--- config.mk ---
export PLATFORM = sky130hd
export DESIGN_NAME = state_dump
export DESIGN_NICKNAME = d
export VERILOG_FILES = /design/src/rtl/dump_pkg.sv /design/src/rtl/dump_out_reg.sv /design/src/rtl/state_dump.sv
export SDC_FILE = /design/constraint.sdc
export NUM_CORES = 1
export LEC_CHECK = 0
export CAP_MARGIN = 20
export CORE_UTILIZATION = 30
export CTS_BUF_LIST = sky130_fd_sc_hd__clkbuf_8
export DETAILED_ROUTE_END_ITERATION = 10
export GPL_TIMING_DRIVEN = 0
export PLACE_DENSITY = 0.68
export SETUP_SLACK_MARGIN = 0.02
export SYNTH_ARGS = -nofsm -noshare
export SYNTH_HDL_FRONTEND = slang
export SYNTH_SLANG_ARGS = --single-unit
--- constraint.sdc ---
create_clock -name CLK -period 3.4 [get_ports CLK]
set_clock_uncertainty 0.15 [all_clocks]
set_input_delay 0.51 -clock CLK [delete_from_list [all_inputs] [get_ports CLK]]
set_output_delay 0.51 -clock CLK [all_outputs]
set_load 0.005 [all_outputs]
--- src/rtl/dump_pkg.sv ---
// Shared types and constants for the state_dump debug sequencer.
package dump_pkg;

    typedef enum logic [2:0] {
        IDLE,
        REG,
        MEM,
        TRAIL,
        DRAIN
    } dump_state_t;

    localparam int         TAG_MEM_BIT   = 7;
    localparam logic [7:0] TAG_SUM       = 8'hFF;
    localparam int         DEF_REG_COUNT = 32;
    localparam int         DEF_MEM_WORDS = 64;
    localparam int         IDX_W         = 8;

endpackage

--- src/rtl/dump_out_reg.sv ---
// Valid/ready holding register for one tagged dump word; exports the load strobe.
module dump_out_reg #(
    parameter int DATA_W = 32
) (
    input  logic              clk,
    input  logic              rst_n,
    input  logic              fill,
    input  logic [DATA_W-1:0] word_data,
    input  logic [7:0]        word_tag,
    input  logic              ready,
    output logic              load,
    output logic              valid,
    output logic [DATA_W-1:0] held_data,
    output logic [7:0]        held_tag
);

    // The register can take a new word whenever it is empty or being drained this cycle.
    assign load = !valid || ready;

    always_ff @(posedge clk or negedge rst_n) begin
        if (!rst_n) begin
            valid     <= 1'b0;
            held_data <= '0;
            held_tag  <= '0;
        end else if (fill && load) begin
            valid     <= 1'b1;
            held_data <= word_data;
            held_tag  <= word_tag;
        end else if (valid && ready) begin
            valid     <= 1'b0;
        end
    end

endmodule

--- src/rtl/state_dump.sv ---
// Debug dump sequencer: streams all registers, then all memory words, as tagged words.
// Optional checksum trailer word is built when DUMP_CHECKSUM_EN is defined.
module state_dump
    import dump_pkg::*;
#(
    parameter int REG_COUNT = DEF_REG_COUNT,
    parameter int MEM_WORDS = DEF_MEM_WORDS,
    parameter int DATA_W    = 32
) (
    input  logic              CLK,
    input  logic              Reset,
    input  logic              Start,
    output logic              Busy,
    output logic              Done,
    output logic [4:0]        ReadReg,
    input  logic [DATA_W-1:0] RegData,
    output logic [5:0]        ReadMem,
    input  logic [DATA_W-1:0] MemData,
    output logic              OutValid,
    input  logic              OutReady,
    output logic [DATA_W-1:0] OutData,
    output logic [7:0]        OutTag
);

    localparam logic [IDX_W-1:0] REG_LAST = IDX_W'(REG_COUNT - 1);
    localparam logic [IDX_W-1:0] MEM_LAST = IDX_W'(MEM_WORDS - 1);

    dump_state_t      state;
    logic [IDX_W-1:0] idx;
    logic             start_pend;
    logic             fill;
    logic             load;
    logic             step;
    logic             accept_start;
    logic [DATA_W-1:0] cur_data;
    logic [7:0]        cur_tag;

`ifdef DUMP_CHECKSUM_EN
    logic [31:0] sum;
`endif

    assign ReadReg = (state == REG) ? idx[4:0] : 5'd0;
    assign ReadMem = (state == MEM) ? idx[5:0] : 6'd0;

    // A Start coinciding with Done is deliberately not accepted.
    assign accept_start = (state == IDLE) && Start && !start_pend && !Done;
    assign step         = fill && load;

    always_comb begin
        fill     = 1'b0;
        cur_data = '0;
        cur_tag  = '0;
        case (state)
            REG: begin
                fill     = 1'b1;
                cur_data = RegData;
                cur_tag  = {3'b000, idx[4:0]};
            end
            MEM: begin
                fill     = 1'b1;
                cur_data = MemData;
                cur_tag  = {2'b00, idx[5:0]};
                cur_tag[TAG_MEM_BIT] = 1'b1;
            end
`ifdef DUMP_CHECKSUM_EN
            TRAIL: begin
                fill     = 1'b1;
                cur_data = DATA_W'(sum);
                cur_tag  = TAG_SUM;
            end
`endif
            default: begin
                fill = 1'b0;
            end
        endcase
    end

    dump_out_reg #(
        .DATA_W(DATA_W)
    ) u_out (
        .clk       (CLK),
        .rst_n     (Reset),
        .fill      (fill),
        .word_data (cur_data),
        .word_tag  (cur_tag),
        .ready     (OutReady),
        .load      (load),
        .valid     (OutValid),
        .held_data (OutData),
        .held_tag  (OutTag)
    );

    // Start is registered into start_pend, so REG begins one edge after acceptance.
    always_ff @(posedge CLK or negedge Reset) begin
        if (!Reset) begin
            state      <= IDLE;
            idx        <= '0;
            start_pend <= 1'b0;
            Busy       <= 1'b0;
            Done       <= 1'b0;
        end else begin
            Done <= 1'b0;
            case (state)
                IDLE: begin
                    if (Done) begin
                        Busy <= 1'b0;
                    end
                    if (start_pend) begin
                        state      <= REG;
                        idx        <= '0;
                        start_pend <= 1'b0;
                    end else if (accept_start) begin
                        start_pend <= 1'b1;
                        Busy       <= 1'b1;
                    end
                end
                REG: begin
                    if (step) begin
                        if (idx == REG_LAST) begin
                            state <= MEM;
                            idx   <= '0;
                        end else begin
                            idx <= idx + IDX_W'(1);
                        end
                    end
                end
                MEM: begin
                    if (step) begin
                        idx <= idx + IDX_W'(1);
                        if (idx == MEM_LAST) begin
`ifdef DUMP_CHECKSUM_EN
                            state <= TRAIL;
`else
                            state <= DRAIN;
`endif
                        end
                    end
                end
                TRAIL: begin
                    if (step) begin
                        state <= DRAIN;
                    end
                end
                DRAIN: begin
                    if (OutValid && OutReady) begin
                        state <= IDLE;
                        Done  <= 1'b1;
                    end
                end
                default: begin
                    state <= IDLE;
                end
            endcase
        end
    end

`ifdef DUMP_CHECKSUM_EN
    // Only register and memory words contribute; the trailer itself is excluded.
    always_ff @(posedge CLK or negedge Reset) begin
        if (!Reset) begin
            sum <= '0;
        end else if (accept_start) begin
            sum <= '0;
        end else if (step && (state == REG || state == MEM)) begin
            sum <= sum + 32'(cur_data);
        end
    end
`endif

endmodule

Word-level counts from Yosys, hierarchy flattened
Index checks and enable logic that the tools add are counted.

Register bits after elaboration: 55. Input port bits: 68. Output and inout port bits: 54.

Add/sub/neg operators: 1. Equality and inequality tests: 13. Multiplexer cells: 27. Reductions and logical operators: 15.

Operators by type and width (number): $pmux 32 s2 (1); $mux 8 (4); $pmux 8 s3 (1); $mux 3 (7); $pmux 8 s2 (1); $pmux 3 s5 (1); $mux 1 (10); $ne 2x2->1 const B (5); $add 8x1->8 const B (1); $eq 8x5->1 const B (1); $eq 8x6->1 const B (1); $reduce_and 7->1 (1); $eq 3x2->1 const B (2); $mux 6 (1); $logic_and 1x1->1 (5); $mux 5 (1); $ne 2x1->1 const B (2); $reduce_and 4->1 (1); $eq 3x1->1 const B (1); $eq 3x3->1 const B (1); $logic_not 1->1 (3); $logic_not 3->1 (1); $reduce_bool 3->1 (1); $reduce_bool 2->1 (1); other kinds (2) (2).

Logic depth before layout (Yosys ltp)
Gate-level depths: netlist of run 1.

Depth in word-level cells: 6. Gate-level depth with buffers: 7. Mapped depth without buffers: 6.

By module
From an unflattened synthesis of run 1, not the netlist that was laid out.

Cells, all modules: 235. Area total of the unflattened synthesis: 3016.6 um2.

Modules (own cells, without submodules): dump_out_reg (instances 1, cells an instance 88, area an instance 1702.9 um2, seq. area each 1026.0 um2); state_dump (instances 1, cells an instance 147, area an instance 1313.8 um2, seq. area each 350.3 um2).

Worst setup path before layout of run 1
OpenSTA, ideal clock, no wires.

Path type: register -> register. Start point: reg idx[0]. End point: reg state[1]. Setup time: 0.128 ns. Data arrival time: 1.812 ns. Required time: 3.122 ns. Path slack: 1.311 ns. Stages on the path, launching flop included: 7. Path buffers: 0. Cells stage by stage: dfrtp_1 > ha_1 > nand4_1 > or4_4 > a21oi_1 > o31a_1 > mux2_1.

Cells in the longest elaborated chain, start to end: 3.

RTL lines: start, declared (line state_dump.sv:29) `logic [IDX_W-1:0] idx;`; start signal, assigned (line state_dump.sv:123) `idx <= idx + IDX_W'(1);`; start signal, assigned (line state_dump.sv:129) `idx <= idx + IDX_W'(1);`; $eq 8x6->1 / $eq 8x5->1 (equally long branches) (line state_dump.sv:130, state_dump.sv:119); $ne 2x1->1 (no source line); $reduce_and 7->1 (no source line) *; end signal, assigned (line state_dump.sv:134) `state <= DRAIN;`; end signal, assigned (line state_dump.sv:141) `state <= DRAIN;`; end signal, assigned (line state_dump.sv:146) `state <= IDLE;`; end, declared (line state_dump.sv:28) `dump_state_t state;`.

Every way passes the cells marked *; elsewhere a longest branch is shown, timed or not. A chain may end at the register's enable or synchronous reset.

Final worst setup path of run 1
Start point: reg state[2]. End point: out ReadReg[0].

Cells in the longest elaborated chain, start to end: 2.

RTL lines: start signal, assigned (line state_dump.sv:96) `state <= IDLE;`; start signal, assigned (line state_dump.sv:109) `state <= REG;`; start signal, assigned (line state_dump.sv:120) `state <= MEM;`; $eq 3x1->1 (line state_dump.sv:42) `assign ReadReg = (state == REG) ? idx[4:0] : 5'd0;`; $mux 5 (line state_dump.sv:42); end, declared (line state_dump.sv:15) `output logic [4:0] ReadReg,`.

Every way passes these cells.

==> results_dict.tcl, run 1 <==
set metrics [dict create \
    fin_setup_tns_ps 0 \
    period_share_pct 94.8 \
    wl_per_cell_um 14.8 \
    cpMostUsedCell "clkbuf_1" \
    avgSynthCellArea_um2 9.86 \
    slew-limit-headroom_pct 54.1 \
    io_pins 122 \
    htreeDepth 2 \
    yosysWarnings 0 \
    cts_root_buf "clkbuf_8" \
    drt_iter0_drc 154 \
    syn-cell-area_um2 2580 \
    initial_utilization_pct 31.3 \
    clk_latency_ps 300 \
    dieArea_um2 8980 \
    arrival_ps 2560 \
    clkSinkCount 54 \
    core_um2 8260 \
    cts.clk_slew.worst_paths_ps 90 \
    synthesis.nets 331 \
    synth_top_flop_cell "dfrtp_1" \
    seq_area_frac_synth_pct 52.3 \
    postRouteAntennaNets 0 \
    clockBufferDepth 2 \
    post_cts_buffers 0 \
    crit_chain "clkbuf_1 > nor3b_1 > clkbuf_1 > and2_1 > clkdlybuf4s50_1" \
    dr.pass1.iters 4 \
    hold_class "reg -> reg" \
    drc 0 \
    synth-seq-cells 54 \
    grt_pass1_vias 2308 \
    grt_overflow_total 0 \
    diodes 0 \
    track_usage_pct 16.2 \
    irDropWorstVdd_mv 0.385 \
    drive_above_1_share_pct 7.91 \
    final-hold-violation-count 0 \
    cts_buffers 5 \
    num_vias 2436 \
    synth_top_area_share_pct 52.3 \
    crit_family "buffers and inverters" \
    rsz0062_at_grt "no" \
    viasPerCell 4.90 \
    maxCapViolations 0 \
    critPathMaxStageDelay_ps 510 \
    nets 460 \
    p_total_uw 3190 \
    grt_pass1_wl_um 11300 \
    antenna_found_initial 0 \
    max_freq_mhz 310 \
    path_class "reg -> out" \
    synth_top_area_cell "dfrtp_1" \
    synth_cells 262 \
    ys_types 42 \
    rows 33 \
    synth_enable_flop_cells 0 \
    slew_viol_final 0 \
    gp_congestion 0.749 \
    grt_max_degree 40 \
    synth_area_leaders "dfrtp_1, a22oi_1, nand2_1" \
    cts_tree "built" \
    die_h_um 94.8 \
    async_reset_ff_share_pct 100 \
    hpwl_um 5670 \
    status "finished, final reports clean" \
    powerDensity_nw_per_um2 789 \
    fin_util_pct 48.9 \
    critPathSlowestCell "clkbuf_1" \
    critical_path_buf_inv_count 3 \
    post-route-min-period_ps 3220 \
    final_common_cell "clkdlybuf4s50_1" \
    area_delta_synth_final_pct 56.5 \
    drt-total-wl_um 7370 \
    layout_common_cells "clkdlybuf4s50_1, dfrtp_1, nand2_1" \
    die_width_um 94.8 \
    setup_viol 0 \
    leakage_uw 0.00168 \
    worstSetupEndpointType "output pin" \
    start_kind "flop" \
    io_buffer_count 120 \
    critPathRequiredTime_ps 2740 \
    tightestPinTransition_ps 683 \
    crit_path_max_fanout 10 \
]
-- report_power, final --
group          switching [uW]  leakage, uW  internal (uW)
clock                     202    0.0000472            164
combinational             890     0.000946            881
sequential                152     0.000687            900
-- cell usage after synthesis (2+ instances only) --
cell type / count
a22oi_1: 32
o21ai_1: 13
nor4b_1: 2
nor3b_1: 2
a21o_1: 4
nand3_1: 4
o21ai_0: 22
a21oi_1: 2
nand2b_1: 3
nor2_1: 8
dfrtp_1: 54
nand2_1: 40
buf_4: 2
a22o_1: 6
clkbuf_1: 13
buf_2: 6
a211oi_1: 2
and2_1: 11
nor2b_1: 2
nor4_1: 2
mux2_1: 2
o21bai_1: 2
and3_1: 3
nor3_1: 2
mux2_2: 6
-- kinds of logic after synthesis --
| kind of cell | count (synthesis) | synth area share [%] |
|---|---|---|
| fa+ha+maj | 1 | 0.484 |
| buf+inv | 24 | 4.12 |
| mux | 8 | 3.49 |
| compound gates | 90 | 23.2 |
| other cells | 1 | 0.145 |
| flops | 54 | 52.3 |
| xor+xnor | 1 | 0.339 |
| simple gates | 83 | 15.9 |
-- path summary, 6_finish.rpt --
kind                            slack (ps)             endpoint     start  cells after the start
worst max register to register        1040             state[0]    idx[0]                      6
min in group asynchronous              510  u_out.held_data[30]     Reset                      2
worst max-delay path                   180           ReadReg[0]  state[2]                      5
max in group asynchronous             2060   u_out.held_data[4]     Reset                      3
worst min register to register         330                 Busy      Done                      1
worst min-delay path                   330                 Busy      Done                      1
-- layout make-up --
| class | count | area [um2] |
|---|---|---|
| inverters | 2 | 7.51 |
| well taps | 105 | 131 |
| repair buffers | 122 | 1230 |
| multi-input cells | 184 | 1130 |
| flip-flops and latches | 54 | 1350 |
| fillers | 784 | 4220 |
| clock inverters | 2 | 12.5 |
| plain buffers | 22 | 98.8 |
| clock buffers | 6 | 82.6 |
-- flip-flops by register name (all words and copies together) (netlist names) --
name / flops
start_pend: 1
u_out.held_tag: 7
u_out.valid: 1
idx: 8
Busy: 1
state: 3
u_out.held_data: 32
Done: 1
-- timing repair --
action	in CTS	in global routing
endpoints found under the hold margin	15	0
hold buffers	1	0
resized for setup	0	1
setup endpoints to repair	0	1
-- stage by stage --
stage	worst slack, ps	hold WS [ps]	cells	cell area [um2]
6_report	178	332	497	4040
5_1_grt	36.0	351	497	4040
4_1_cts	119	334	497	4040
3_5_place_dp	473	316	488	3930
3_3_place_gp	-15.1	307	487	3920
2_1_floorplan	1310	64.4	262	2580
-- metal layers --
metal,share of wire (%),GRT usage (%),up-vias
met2,47,26.0,79
met3,7.3,4.03,4
met5,0,0,-
met1,45,22.0,1152
li1,-,-,1201
met4,0.46,3.41,0
-- worst reg2reg max path: stages (launching register included) --
cell     delay [ps]
dfrtp_1         480
ha_1            250
nand4_1         180
or4_4           470
a21oi_1         160
o31a_1          220
mux2_1          340
(Power assumes the default switching activity.)
==> inputs of run 2 (changes only) <==
--- a/config.mk
+++ b/config.mk
@@ -5,11 +5,12 @@
 export SDC_FILE = /design/constraint.sdc
 export NUM_CORES = 1
 export LEC_CHECK = 0
-export CAP_MARGIN = 20
+export CAP_MARGIN = 30
 export CORE_UTILIZATION = 30
 export CTS_BUF_LIST = sky130_fd_sc_hd__clkbuf_8
 export DETAILED_ROUTE_END_ITERATION = 10
 export GPL_TIMING_DRIVEN = 0
+export MAX_ROUTING_LAYER = met4
 export PLACE_DENSITY = 0.68
 export SETUP_SLACK_MARGIN = 0.02
 export SYNTH_ARGS = -nofsm -noshare
==> results_dict.tcl, run 2 (same netlist as run 1, synthesis figures left out) <==
set metrics [dict create \
    die_h_um 94.8 \
    clk_latency_ps 300 \
    io_buffer_count 120 \
    grt_pass1_wl_um 11300 \
    clkSinkCount 54 \
    wl_per_cell_um 14.9 \
    antenna_found_initial 0 \
    nets 460 \
    final_common_cell "clkdlybuf4s50_1" \
    cts_tree "built" \
    die_width_um 94.8 \
    largest_register "u_out.held_data" \
    stdcell_area_um2 4040 \
    routed.top_layer "met4" \
    drc 0 \
    m1WireLength_um 3440 \
    cts.clk_slew.worst_paths_ps 90 \
    drt_iter0_drc 153 \
    setup_viol 0 \
    rsz0062_at_grt "no" \
    maxCapViolations 0 \
    final-hold-violation-count 0 \
    nFillCells 784 \
    post_cts_buffers 0 \
    dpl_cell_area_um2 3930 \
    postRouteAntennaNets 0 \
    leakage_uw 0.00168 \
    tightestPinTransition_ps 682 \
    path_class "reg -> out" \
    cts_buffers 5 \
    arrival_ps 2570 \
    rows 33 \
    setup_slack_ps 173 \
    start_kind "flop" \
    p_total_uw 3190 \
    powerDensity_nw_per_um2 789 \
    status "finished, final reports clean" \
    hold_class "reg -> reg" \
    track_usage_pct 16.6 \
    cts_root_buf "clkbuf_8" \
    largest_reg_flops 32 \
    gp_congestion 0.759 \
    initial_utilization_pct 31.3 \
    dr_wl_met2_um 3440 \
    htreeDepth 2 \
    dr.pass1.iters 4 \
    layout_common_cells "clkdlybuf4s50_1, dfrtp_1, nand2_1" \
    slew_viol_final 0 \
    grt_max_degree 40 \
    period_share_pct 94.9 \
    grt_pass1_vias 2309 \
    reg_top3 "u_out.held_data: 32 flops, idx: 8 flops, u_out.held_tag: 7 flops" \
    slew-limit-headroom_pct 54.2 \
    viasPerCell 4.93 \
    crit_path_max_fanout 10 \
    holdWs_ps 332 \
    core_um2 8260 \
    irDropWorstVdd_mv 0.384 \
    wl_met3_um 476 \
    area_delta_synth_final_pct 56.5 \
    clockBufferDepth 2 \
    hpwl_um 5670 \
    drt-total-wl_um 7380 \
    grt_overflow_total 0 \
    max_freq_mhz 310 \
    place_inst 488 \
    post-route-min-period_ps 3230 \
    drive_above_1_share_pct 7.91 \
    num_vias 2448 \
    worstSetupEndpointType "output pin" \
    io_pins 122 \
    critPathRequiredTime_ps 2740 \
    dpl_worst_slack_ps 473 \
    diodes 0 \
    dieArea_um2 8980 \
    layout.cells.non_filler 497 \
]
-- run 2: timing repair --
action	in CTS	in global routing
endpoints found under the setup margin	0	1
gates resized for setup	0	1
hold endpoints to repair	15	0
hold buffers	1	0
-- run 2: area by class of cell --
| cell class | count | area (um2) | area share (%) |
|---|---|---|---|
| clock inverter | 2 | 12.5 | 0.310 |
| tap | 105 | 131 | 3.25 |
| timing repair buffer | 122 | 1230 | 30.3 |
| inverter | 2 | 7.51 | 0.186 |
| buffer | 22 | 98.8 | 2.45 |
| sequential | 54 | 1350 | 33.4 |
| multi-input combinational | 184 | 1130 | 28.0 |
| clock buffer | 6 | 82.6 | 2.04 |
-- run 2: worst paths after layout --
check,start,to,slack [ps],depth (start not counted)
max,state[2],ReadReg[0],170,5
min,Done,Busy,330,1
max reg2reg,idx[0],state[0],1050,6
min reg2reg,Done,Busy,330,1
max in group asynchronous,Reset,u_out.held_tag[1],2050,3
min in group asynchronous,Reset,u_out.held_data[30],510,2
-- run 2: critical path, cell delays in order, from the launching register on --
cell	delay, ps
dfrtp_1	370
clkbuf_1	200
nor3b_1	460
clkbuf_1	510
and2_1	210
clkdlybuf4s50_1	500
-- run 2: metal layers --
metal  GRT usage [%]  vias up
met5               -        -
met2            26.0       83
li1                -     1202
met1            22.4     1160
met4            3.41        0
met3            3.30        3
-- run 2: per-stage QoR --
stage / utilization [%] / TNS (ps)
final: 48.9 / 0
after global routing: 48.9 / 0
after CTS: 48.9 / 0
after detailed placement: 47.6 / 0
after global placement: 47.4 / -620
after floorplan: - / 0
-- run 2: power breakdown --
group	leakage [uW]	switching (uW)	internal (uW)
clock	0.0000472	202	164
sequential	0.000687	152	900
combinational	0.000946	892	881
total	0.00168	1250	1940
==> inputs of run 3 (changes only) <==
==> constraint.sdc (replaced) <==
create_clock -name CLK -period 3.4 [get_ports CLK]
set_clock_uncertainty 0.15 [all_clocks]
set_input_delay 0.85 -clock CLK [delete_from_list [all_inputs] [get_ports CLK]]
set_output_delay 0.85 -clock CLK [all_outputs]
set_load 0.005 [all_outputs]
==> results_dict.tcl, run 3 (same netlist as run 1, synthesis figures left out) <==
set metrics [dict create \
    drt-total-wl_um 7380 \
    fin_setup_tns_ps 0 \
    tightestPinTransition_ps 692 \
    irDropWorstVdd_mv 0.384 \
    htreeDepth 2 \
    io_buffer_count 120 \
    drc 0 \
    track_usage_pct 16.6 \
    grt_max_degree 40 \
    p_total_uw 3210 \
    layout_common_cells "clkdlybuf4s50_1, dfrtp_1, nand2_1" \
    nFillCells 785 \
    core_um2 8260 \
    hpwl_um 5670 \
    cts_tree "built" \
    grt_overflow_total 0 \
    num_vias 2473 \
    grt_pass1_wl_um 11300 \
    drt_iter0_drc 148 \
    slew-limit-headroom_pct 53.5 \
    dr.pass1.iters 4 \
    cts_buffers 5 \
    hold_class "in -> async" \
    gp_congestion 0.759 \
    area_delta_synth_final_pct 56.7 \
    clkSinkCount 54 \
    dieArea_um2 8980 \
    place_inst 488 \
    max_freq_mhz 311 \
    holdWs_ps 310 \
    io_pins 122 \
    worstSetupEndpointType "output pin" \
    initial_utilization_pct 31.3 \
    final-hold-violation-count 0 \
    drive_above_1_share_pct 8.93 \
    reg_top3 "u_out.held_data: 32 flops, idx: 8 flops, u_out.held_tag: 7 flops" \
    start_kind "flop" \
    slew_viol_final 0 \
    period_share_pct 94.7 \
    status "finished, final reports clean" \
    post-route-min-period_ps 3220 \
    crit_path_max_fanout 10 \
    die_h_um 94.8 \
    maxCapViolations 0 \
    dpl_worst_slack_ps 133 \
    path_class "reg -> out" \
    powerDensity_nw_per_um2 792 \
    wl_per_cell_um 14.9 \
    diodes 0 \
    clk_latency_ps 300 \
    grt_pass1_vias 2296 \
    postRouteAntennaNets 0 \
    largest_reg_flops 32 \
    antenna_found_initial 0 \
    critPathRequiredTime_ps 2400 \
    layout.cells.non_filler 497 \
    viasPerCell 4.98 \
    final_common_cell "clkdlybuf4s50_1" \
    leakage_uw 0.00169 \
    nets 460 \
    die_width_um 94.8 \
    cts.clk_slew.worst_paths_ps 90 \
    rows 33 \
    setup_slack_ps 181 \
    cts_root_buf "clkbuf_8" \
    arrival_ps 2220 \
    largest_register "u_out.held_data" \
    setup_viol 0 \
    rsz0062_at_grt "no" \
    clockBufferDepth 2 \
]
==> run 3: cell count changes in the layout (fill, tap and decap cells not counted), sizes merged <==
cell / before / now
buf: 10 / 11
dlygate4sd3: 1 / 0
==> run 3: final cells by class <==
| type | count | area [um2] | share of cell area (%) |
|---|---|---|---|
| Timing Repair Buffer | 122 | 1220 | 30.2 |
| Multi-Input combinational cell | 184 | 1140 | 28.1 |
| Buffer | 22 | 101 | 2.50 |
| Clock buffer | 6 | 82.6 | 2.04 |
| Inverter | 2 | 7.51 | 0.186 |
| Clock inverter | 2 | 12.5 | 0.309 |
| Tap cell | 105 | 131 | 3.25 |
| Sequential cell | 54 | 1350 | 33.4 |
==> run 3: power by group <==
part	leakage, uW	internal [uW]	total (uW)	switching, uW
Combinational	0.000956	891	1790	895
Sequential	0.000687	900	1050	153
Clock	0.0000472	164	367	203
Total	0.00169	1950	3210	1250
==> run 3: per-stage QoR <==
step / cell area (um2) / util [%]
after floorplan: 2580 / -
final: 4050 / 49.0
after global routing: 4050 / 49.0
after CTS: 4040 / 48.9
after global placement: 3920 / 47.4
after detailed placement: 3930 / 47.6
==> run 3: per-layer routing <==
| metal | part of all wire [%] | routed length (um) | track usage [%] | up-vias |
|---|---|---|---|---|
| li1 | - | - | - | 1201 |
| met1 | 46 | 3420 | 22.4 | 1182 |
| met2 | 47 | 3450 | 25.8 | 87 |
| met3 | 6.6 | 487 | 3.30 | 3 |
| met4 | 0.34 | 25 | 3.41 | 0 |
| met5 | 0 | 0 | - | - |
==> run 3: path summary, 6_finish.rpt <==
path	start	end	slack, ps	cells after the start
setup / recovery	state[2]	ReadReg[0]	180	5
hold reg to reg	Done	Busy	330	1
min in group CLK	Done	Busy	330	1
max in group asynchronous	Reset	u_out.held_tag[1]	2250	2
setup reg to reg	idx[0]	state[0]	1040	6
hold / removal	Reset	u_out.held_data[30]	310	1
==> run 3: critical path, cell delays in order, from the launching register on <==
cell and delay [ps]:
dfrtp_1 370, clkbuf_1 210, nor3b_2 330, clkbuf_2 330
and2_1 170, clkdlybuf4s50_1 500
==> run 3: repair_timing <==
item / in CTS / in global routing
endpoints found under the hold margin: 0 / 0
hold buffers: 0 / 0
endpoints found under the setup margin: 11 / 6
buffers inserted: 0 / 1
gates resized for setup: 4 / 0
pin swaps: 0 / 1
